===== src/rtl/range_normalizer.sv =====
`timescale 1ns/1ps
// range_normalizer
// Right-shifts a wide word one bit per clock until its top IN_W-OUT_W bits
// are clear, then publishes the OUT_W-bit mantissa together with the number
// of shifts applied. Words that still overflow after MAX_SHIFT shifts are
// reported as saturated (all-ones mantissa, out_sat=1). Results are held on
// the outputs until the next result, so downstream consumers never see
// intermediate shift-register contents.
//
// Ports:
//   clk        sole clock, rising edge
//   resetPort  asynchronous, active-low reset
//   in_data    word to normalise
//   in_valid   load request (ignored when CHANGE_DETECT=1)
//   in_ready   high while idle and able to accept a word
//   out_data   normalised mantissa, held until next result
//   out_shift  number of right shifts applied, held
//   out_sat    result saturated, held
//   out_valid  one-cycle pulse per new result
//   busy       high while shifting
module range_normalizer #(
    parameter int IN_W          = 40,
    parameter int OUT_W         = 28,
    parameter int CNT_W         = 4,
    parameter int MAX_SHIFT     = 12,
    parameter int ROUND         = 0,
    parameter int CHANGE_DETECT = 0
) (
    input  logic             clk,
    input  logic             resetPort,
    input  logic [IN_W-1:0]  in_data,
    input  logic             in_valid,
    output logic             in_ready,
    output logic [OUT_W-1:0] out_data,
    output logic [CNT_W-1:0] out_shift,
    output logic             out_sat,
    output logic             out_valid,
    output logic             busy
);

    typedef enum logic {IDLE = 1'b0, SHIFT = 1'b1} state_t;

    localparam logic [CNT_W-1:0] MAX_CNT  = CNT_W'(MAX_SHIFT);
    localparam logic [OUT_W-1:0] ALL_ONES = '1;
    localparam logic [OUT_W-1:0] MSB_ONLY = {1'b1, {(OUT_W-1){1'b0}}};

    state_t           state;
    logic [IN_W-1:0]  shreg;
    logic [IN_W-1:0]  last_loaded;
    logic [CNT_W-1:0] cnt;
    logic             rnd_bit;
    logic             load;
    logic             top_nz;

    // Result packing used by the helpers below: {sat, shift, mantissa}.
    function automatic logic [OUT_W+CNT_W:0] saturate();
        return {1'b1, MAX_CNT, ALL_ONES};
    endfunction

    function automatic logic [OUT_W:0] round_add(input logic [OUT_W-1:0] m,
                                                 input logic             b);
        return {1'b0, m} + {{OUT_W{1'b0}}, b};
    endfunction

    // A rounding carry out of the mantissa means it was all ones; one more
    // shift gives exactly MSB_ONLY, unless the shift budget is exhausted.
    function automatic logic [OUT_W+CNT_W:0] fit_result(input logic [OUT_W-1:0] mant,
                                                        input logic [CNT_W-1:0] n,
                                                        input logic             rb);
        logic [OUT_W:0] sum;
        sum = round_add(mant, (ROUND != 0) ? rb : 1'b0);
        if (!sum[OUT_W])
            return {1'b0, n, sum[OUT_W-1:0]};
        else if (n < MAX_CNT)
            return {1'b0, n + CNT_W'(1), MSB_ONLY};
        else
            return saturate();
    endfunction

    assign in_ready = (state == IDLE);
    assign busy     = (state == SHIFT);

    // In change-detect mode a word that changed while busy is still pending
    // here when IDLE is reached, so it is picked up then.
    assign load   = (CHANGE_DETECT != 0) ? (in_data != last_loaded) : in_valid;
    assign top_nz = |shreg[IN_W-1:OUT_W];

    always_ff @(posedge clk or negedge resetPort) begin
        if (!resetPort) begin
            state       <= IDLE;
            shreg       <= '0;
            last_loaded <= '0;
            cnt         <= '0;
            rnd_bit     <= 1'b0;
            out_data    <= '0;
            out_shift   <= '0;
            out_sat     <= 1'b0;
            out_valid   <= 1'b0;
        end else begin
            out_valid <= 1'b0;
            case (state)
                IDLE: begin
                    if (load) begin
                        shreg       <= in_data;
                        last_loaded <= in_data;
                        cnt         <= '0;
                        rnd_bit     <= 1'b0;
                        state       <= SHIFT;
                    end
                end
                SHIFT: begin
                    if (top_nz && (cnt < MAX_CNT)) begin
                        shreg   <= shreg >> 1;
                        rnd_bit <= shreg[0];
                        cnt     <= cnt + CNT_W'(1);
                    end else begin
                        {out_sat, out_shift, out_data} <= top_nz ? saturate()
                                                                 : fit_result(shreg[OUT_W-1:0], cnt, rnd_bit);
                        out_valid <= 1'b1;
                        state     <= IDLE;
                    end
                end
                default: state <= IDLE;
            endcase
        end
    end

endmodule


===== config.mk =====
export PLATFORM = sky130hd
export DESIGN_NAME = range_normalizer
export DESIGN_NICKNAME = d
export VERILOG_FILES = /design/src/rtl/range_normalizer.sv
export SDC_FILE = /design/constraint.sdc
export NUM_CORES = 1
export LEC_CHECK = 0
export BUFFER_PORTS_ARGS = -buffer_cell sky130_fd_sc_hd__buf_2
export CAP_MARGIN = 20
export CORE_ASPECT_RATIO = 0.5
export CORE_MARGIN = 1.5
export CORE_UTILIZATION = 55
export CTS_CLUSTER_DIAMETER = 150
export DETAILED_ROUTE_END_ITERATION = 6
export PLACE_DENSITY = 0.85
export SLEW_MARGIN = 40
export SYNTH_ARGS = -nofsm -noshare
export SYNTH_HDL_FRONTEND = slang
export SYNTH_SLANG_ARGS = --single-unit

===== constraint.sdc =====
create_clock -name clk -period 3.8 [get_ports clk]
set_clock_uncertainty 0.2 [all_clocks]
set_input_delay 0.19 -clock clk [delete_from_list [all_inputs] [get_ports clk]]
set_output_delay 0.19 -clock clk [all_outputs]
set_load 0.02 [all_outputs]

==> run metrics, run 1 <==
global-route wire length before repair=12600 um; H-tree depth=3; peak per-stage delay on the critical path=670 ps; DRC viols=0; final setup vio count=0; Setup WS post-layout=1440 ps; Syn Std Cell Area=0.00362 mm2; kind of critical path=reg -> reg; Die Y=60.4 um; Worst setup SP type=register; r2r setup slk=1440 ps; Seq cells post-synth=79; syn nets=360; initial antenna violation count=0; Yosys warnings=0; status=finished clean; hold depth=3; post-CTS sizing=0; Final Cycle Share=62.1%; DRT Pass-1 Iters=4; PD cells=857 mW/mm2; reg-to-reg startpoint=busy; final RePlAce weighted congestion=0.875; Final HPWL DP=4920 um; Worst-Skew Late Latency=330 ps; crit path DAT=2370 ps; Total Power=3870 uW; Core Rows=20; final WL=7740 um; Synth-to-Final Area Change=24.6%; Fin. Hold Viols=0; Hold Buf Count CTS=12; GRT overflow=0; leading cell type in the layout, fill and taps excluded=dfrtp_1; commonest non-fill, non-tap cells in the layout=dfrtp_1, buf_2, nor2_1; Die X=118 um; R2R cell count=5; global router's overall resource usage=23.3%; Slew Viols, Final=0; Hold Path End=shreg[2]; CTS buffer count=9; Crit. Startpoint=busy; Antenna Nets Post-Route=0; post-synthesis cell count=316; # Max-Cap Violations=0; nets=446; WP buf/inv=2; CTS root buffer=clkbuf_16; Critical Path End Type=register; IO Port Bufs=78; Antenna Cells=0; CTS tree=done; initial core utilization=58.3%; filler instances=433; CP max stage cell=dfrtp_2; Worst IR Drop VDD=0.342 mV; Hold WS=3.34 ps; Worst-Margin Slew=697 ps; Final Critical Period=2360 ps; Die Area=0.00711 mm2; dpl ws=1480 ps; core area=0.00621 mm2; Seq/Total Area, Yosys=54.6%; I/O pins=79; Wirelength per Cell=15.6 um; FF-to-FF End=shreg[0]; CP Cell Sequence=a21boi_1 > a21oi_4 > buf_8 > buf_16 > mux2_1; Critical Path RT=3810 ps; largest net degree at the start of global routing=80; setup tns final=0 ps; post-CTS setup repair buffer count=0; initial drt markers=141; layout cells sized above 1=37.6%; unrepaired setup endpoints after global routing=no; number of global-route vias before repair=2600; Achievable Freq=424 MHz; Hold Crit Start=in_data[2]; CP max FO=21; worst min path class=in -> reg; sinks on the clock net=79; crit-path leading delay family=flip-flops; Vias=2667; via/cell ratio=5.39; Leak=0.00203 uW; Mean Syn Cell Area=11.5 um2; max_slew headroom=53.5%; clock slew at reported path FFs=60 ps; Distinct cells, synth=26; clk buf depth=2
[worst max path at each step]
stage,cells after the start,slack (ps),end
after global placement,4,1310,shreg[8]
final,5,1440,shreg[0]
after CTS,5,1440,shreg[0]
after global routing,5,1330,shreg[0]
after floorplan,4,1800,shreg[5]
after detailed placement,5,1480,shreg[4]
[power breakdown]
part           switching [uW]  internal (uW)  leakage, uW
combinational             704            786      0.00100
sequential                317           1200     0.000888
clock                     336            528     0.000145
[stage by stage]
step / area, um2 / cells / util, %
final: 4510 / 495 / 72.7
after global routing: 4510 / 495 / 72.7
after CTS: 4510 / 495 / 72.7
after detailed placement: 4090 / 467 / 65.8
after global placement: 4030 / 465 / 65.0
after floorplan: 3620 / 316 / -
[worst reg2reg max path, delay by kind of cell (launching register included)]
kind                   cells  cell delay (ps)
multiplexers               1              320
buffers and inverters      2              360
flip-flops                 1              670
AO/OA/AOI/OAI              2              690
[synthesized netlist by cell type]
cell type  count  area, um2
dfrtp_1       79       1980
nor2_1        61        229
mux2_2        37        417
a21oi_1       33        165
o21ai_0       16       80.1
nand2_1       14       52.6
mux2i_1       12        120
clkbuf_1      11       41.3
mux2_1        10        113
mux2_4        10        150
buf_2          5       25.0
inv_1          5       18.8
nand3_1        5       25.0
buf_8          3       45.0
nor4_4         3       63.8
nand4_1        2       12.5
a21boi_1       1       7.51
a21oi_4        1       16.3
and2_1         1       6.26
and3_1         1       6.26
ha_1           1       12.5
nand3_2        1       10.0
nor2b_1        1       6.26
o21a_1         1       7.51
o31ai_1        1       7.51
or3_1          1       6.26
[metal layers]
metal / track usage (%) / wire, um / vias to the layer above / share of wire [%]
li1: - / - / 1276 / -
met1: 27.8 / 3300 / 1308 / 43
met2: 41.4 / 3980 / 73 / 51
met3: 7.89 / 370 / 10 / 4.8
met4: 8.01 / 85 / 0 / 1.1
met5: 0 / 0 / - / 0
[final cells by class]
cell class              count  area [um2]  area share (%)
clock inverters             6        67.6            1.50
inverters                   5        18.8           0.416
well taps                  88         110            2.44
multi-input cells         213        1520            33.8
repair buffers             94         574            12.7
clock buffers              10         239            5.30
flip-flops and latches     79        1980            43.8
[flip-flops by register name, summed over array words and instances (netlist names)]
register	flops
shreg	40
out_data	28
cnt	4
out_shift	4
busy	1
out_sat	1
out_valid	1
[cells by family after synthesis]
family	Yosys count	share of synthesized area [%]
AND/OR/NAND/NOR	90	11.5
flip-flops	79	54.6
multiplexers	69	22.1
AO/OA/AOI/OAI	53	7.84
buffers and inverters	24	3.59
adder cells (fa/ha/maj)	1	0.345
Note: power is estimated with default switching activity, not from simulation.
==> run 2, diff against run 1 <==
- CORE_UTILIZATION: 55 -> 49
- PLACE_DENSITY: 0.85 -> 0.8
- clock period: 3.8 -> 1.96 ns (I/O delays scaled with it)
==> run metrics, run 2 (synthesized netlist as in run 1, its figures left out) <==
status=complete, but fails checks (was finished clean); failing checks=negative setup slack; r2r setup slk=-20 ps (was 1440 ps); reg-to-reg startpoint=shreg[30] (was busy); final WL=7540 um (was 7740 um); filler instances=525 (was 433); Worst-Margin Slew=703 ps (was 697 ps); Fin. Hold Viols=0 (unchanged); via/cell ratio=5.08 (was 5.39); Die Y=63.8 um (was 60.4 um); Die X=125 um (was 118 um); Final Critical Period=1980 ps (was 2360 ps); initial drt markers=180 (was 141); Core Rows=21 (was 20); final RePlAce weighted congestion=0.756 (was 0.875); commonest non-fill, non-tap cells in the layout=dfrtp_1, buf_2, nor2_1 (unchanged); sinks on the clock net=79 (unchanged); clock slew at reported path FFs=50 ps (was 60 ps); kind of critical path=reg -> reg (unchanged); global router's overall resource usage=20.7% (was 23.3%); Antenna Cells=0 (unchanged); Sequential Power Share=38.4% (was 39.1%); Hold WS=86.5 ps (was 3.34 ps); Setup WS post-layout=-24.5 ps (was 1440 ps); Final HPWL DP=4790 um (was 4920 um); nets=487 (was 446); Sw Pwr=2520 uW (was 1360 uW); Worst-Skew Late Latency=330 ps (about the same); clk buf depth=2 (unchanged); largest net degree at the start of global routing=64 (was 80); I/O pins=79 (unchanged); initial antenna violation count=0 (unchanged); Achievable Freq=504 MHz (was 424 MHz); Final Cycle Share=101% (was 62.1%); max_slew headroom=53.1% (was 53.5%); clock group share of total power=20.0% (was 22.4%); worst min path class=in -> async (was in -> reg); Leak=0.00222 uW (was 0.00203 uW); Die Area=0.00795 mm2 (was 0.00711 mm2); IO Port Bufs=78 (unchanged); CTS buffer count=9 (unchanged); DRC viols=0 (unchanged); max reg flops=40 (unchanged); CTS tree=done (unchanged); Vias=2736 (was 2667); number of global-route vias before repair=2725 (was 2600); Antenna Nets Post-Route=0 (unchanged); CP max FO=24 (was 21); GRT overflow=0 (unchanged); unrepaired setup endpoints after global routing=yes (was no); Critical Path End Type=register (unchanged); initial core utilization=52.4% (was 58.3%); # Max-Cap Violations=0 (unchanged); FF-to-FF End=shreg[8] (was shreg[0]); R2R cell count=5 (unchanged); largest registers=shreg (40), out_data (28) (unchanged); global-route wire length before repair=12900 um (was 12600 um); core area=0.00691 mm2 (was 0.00621 mm2); leading cell type in the layout, fill and taps excluded=dfrtp_1 (unchanged); Total Power=7380 uW (was 3870 uW); Final Core Density=70.6% (was 72.7%); switching portion of total power=34.1% (was 35.1%); Comb power frac=41.6% (was 38.5%); final setup vio count=8 (was 0); Wirelength per Cell=14.0 um (was 15.6 um); Critical Path RT=1970 ps (was 3810 ps); Biggest register=shreg (unchanged); PD cells=1510 mW/mm2 (was 857 mW/mm2); Worst IR Drop VDD=0.747 mV (was 0.342 mV); Synth-to-Final Area Change=34.7% (was 24.6%); crit path DAT=1990 ps (was 2370 ps); Worst setup SP type=register (unchanged); CTS root buffer=clkbuf_16 (unchanged); DRT Pass-1 Iters=5 (was 4); H-tree depth=3 (unchanged); setup tns final=-131 ps (was 0 ps); Slew Viols, Final=0 (unchanged); layout cells sized above 1=36.7% (was 37.6%); Int Power=4860 uW (was 2510 uW)
## run 2: cell types whose count changed in the layout (fill, tap and decap cells not counted), sizes merged
cell	before	now
buf	82	93
bufinv	1	0
clkbuf	10	11
clkinv	2	3
clkinvlp	2	1
dlygate4sd3	12	42
inv	6	5
## run 2: cell type report
cell class | instances | area [um2] | area share, %
tap | 92 | 115 | 2.36
clock inverter | 4 | 22.5 | 0.462
timing repair buffer | 135 | 967 | 19.8
multi-input combinational | 213 | 1530 | 31.4
clock buffer | 11 | 243 | 4.98
inverter | 5 | 18.8 | 0.385
sequential | 79 | 1980 | 40.6
## run 2: metrics by stage
step	area [um2]	std cells	worst slack, ps
after detailed placement	4170	481	-34.2
after CTS	4860	538	-50.6
final	4880	539	-24.5
after global placement	4160	481	-6.56
after global routing	4880	539	-120
after floorplan	3620	316	67.6
## run 2: worst max-delay path by stage
stage	to	slack, ps	from
floorplan	shreg[6]	70	shreg[30]
global placement	shreg[35]	-7	busy
detailed placement	shreg[20]	-30	shreg[29]
CTS	shreg[6]	-50	shreg[30]
global route	shreg[8]	-120	shreg[30]
finish	shreg[8]	-20	shreg[30]
## run 2: layer usage
layer	track usage, %	share of wire (%)
met5	0	0
met4	7.47	1.6
met3	4.86	3.8
met2	34.5	48
met1	26.8	46
## run 2: repair_timing
| item | 4_1_cts | 5_1_grt |
|---|---|---|
| pin swaps | 0 | 0 |
| buffers inserted | 0 | 1 |
| hold buffers | 42 | 0 |
| hold endpoints to repair | 120 | 0 |
| gates resized for setup | 1 | 4 |
| cloned | 0 | 0 |
| setup endpoints to repair | 19 | 38 |
## run 2: power groups by stage
stage / Clock, uW / Sequential [uW] / Combinational (uW)
final: 1480 / 2830 / 3070
after global routing: 1590 / 2920 / 3370
after CTS: 1500 / 2830 / 3040
after detailed placement: 0 / 2850 / 2950
after global placement: 0 / 2820 / 2860
after floorplan: 0 / 3000 / 2050
## run 2: worst max-delay path, stage by stage (launching register included)
cell     delay (ps)
dfrtp_1         410
nor4_4          340
nand3_2         160
a21oi_4         180
buf_12          210
mux2_2          350
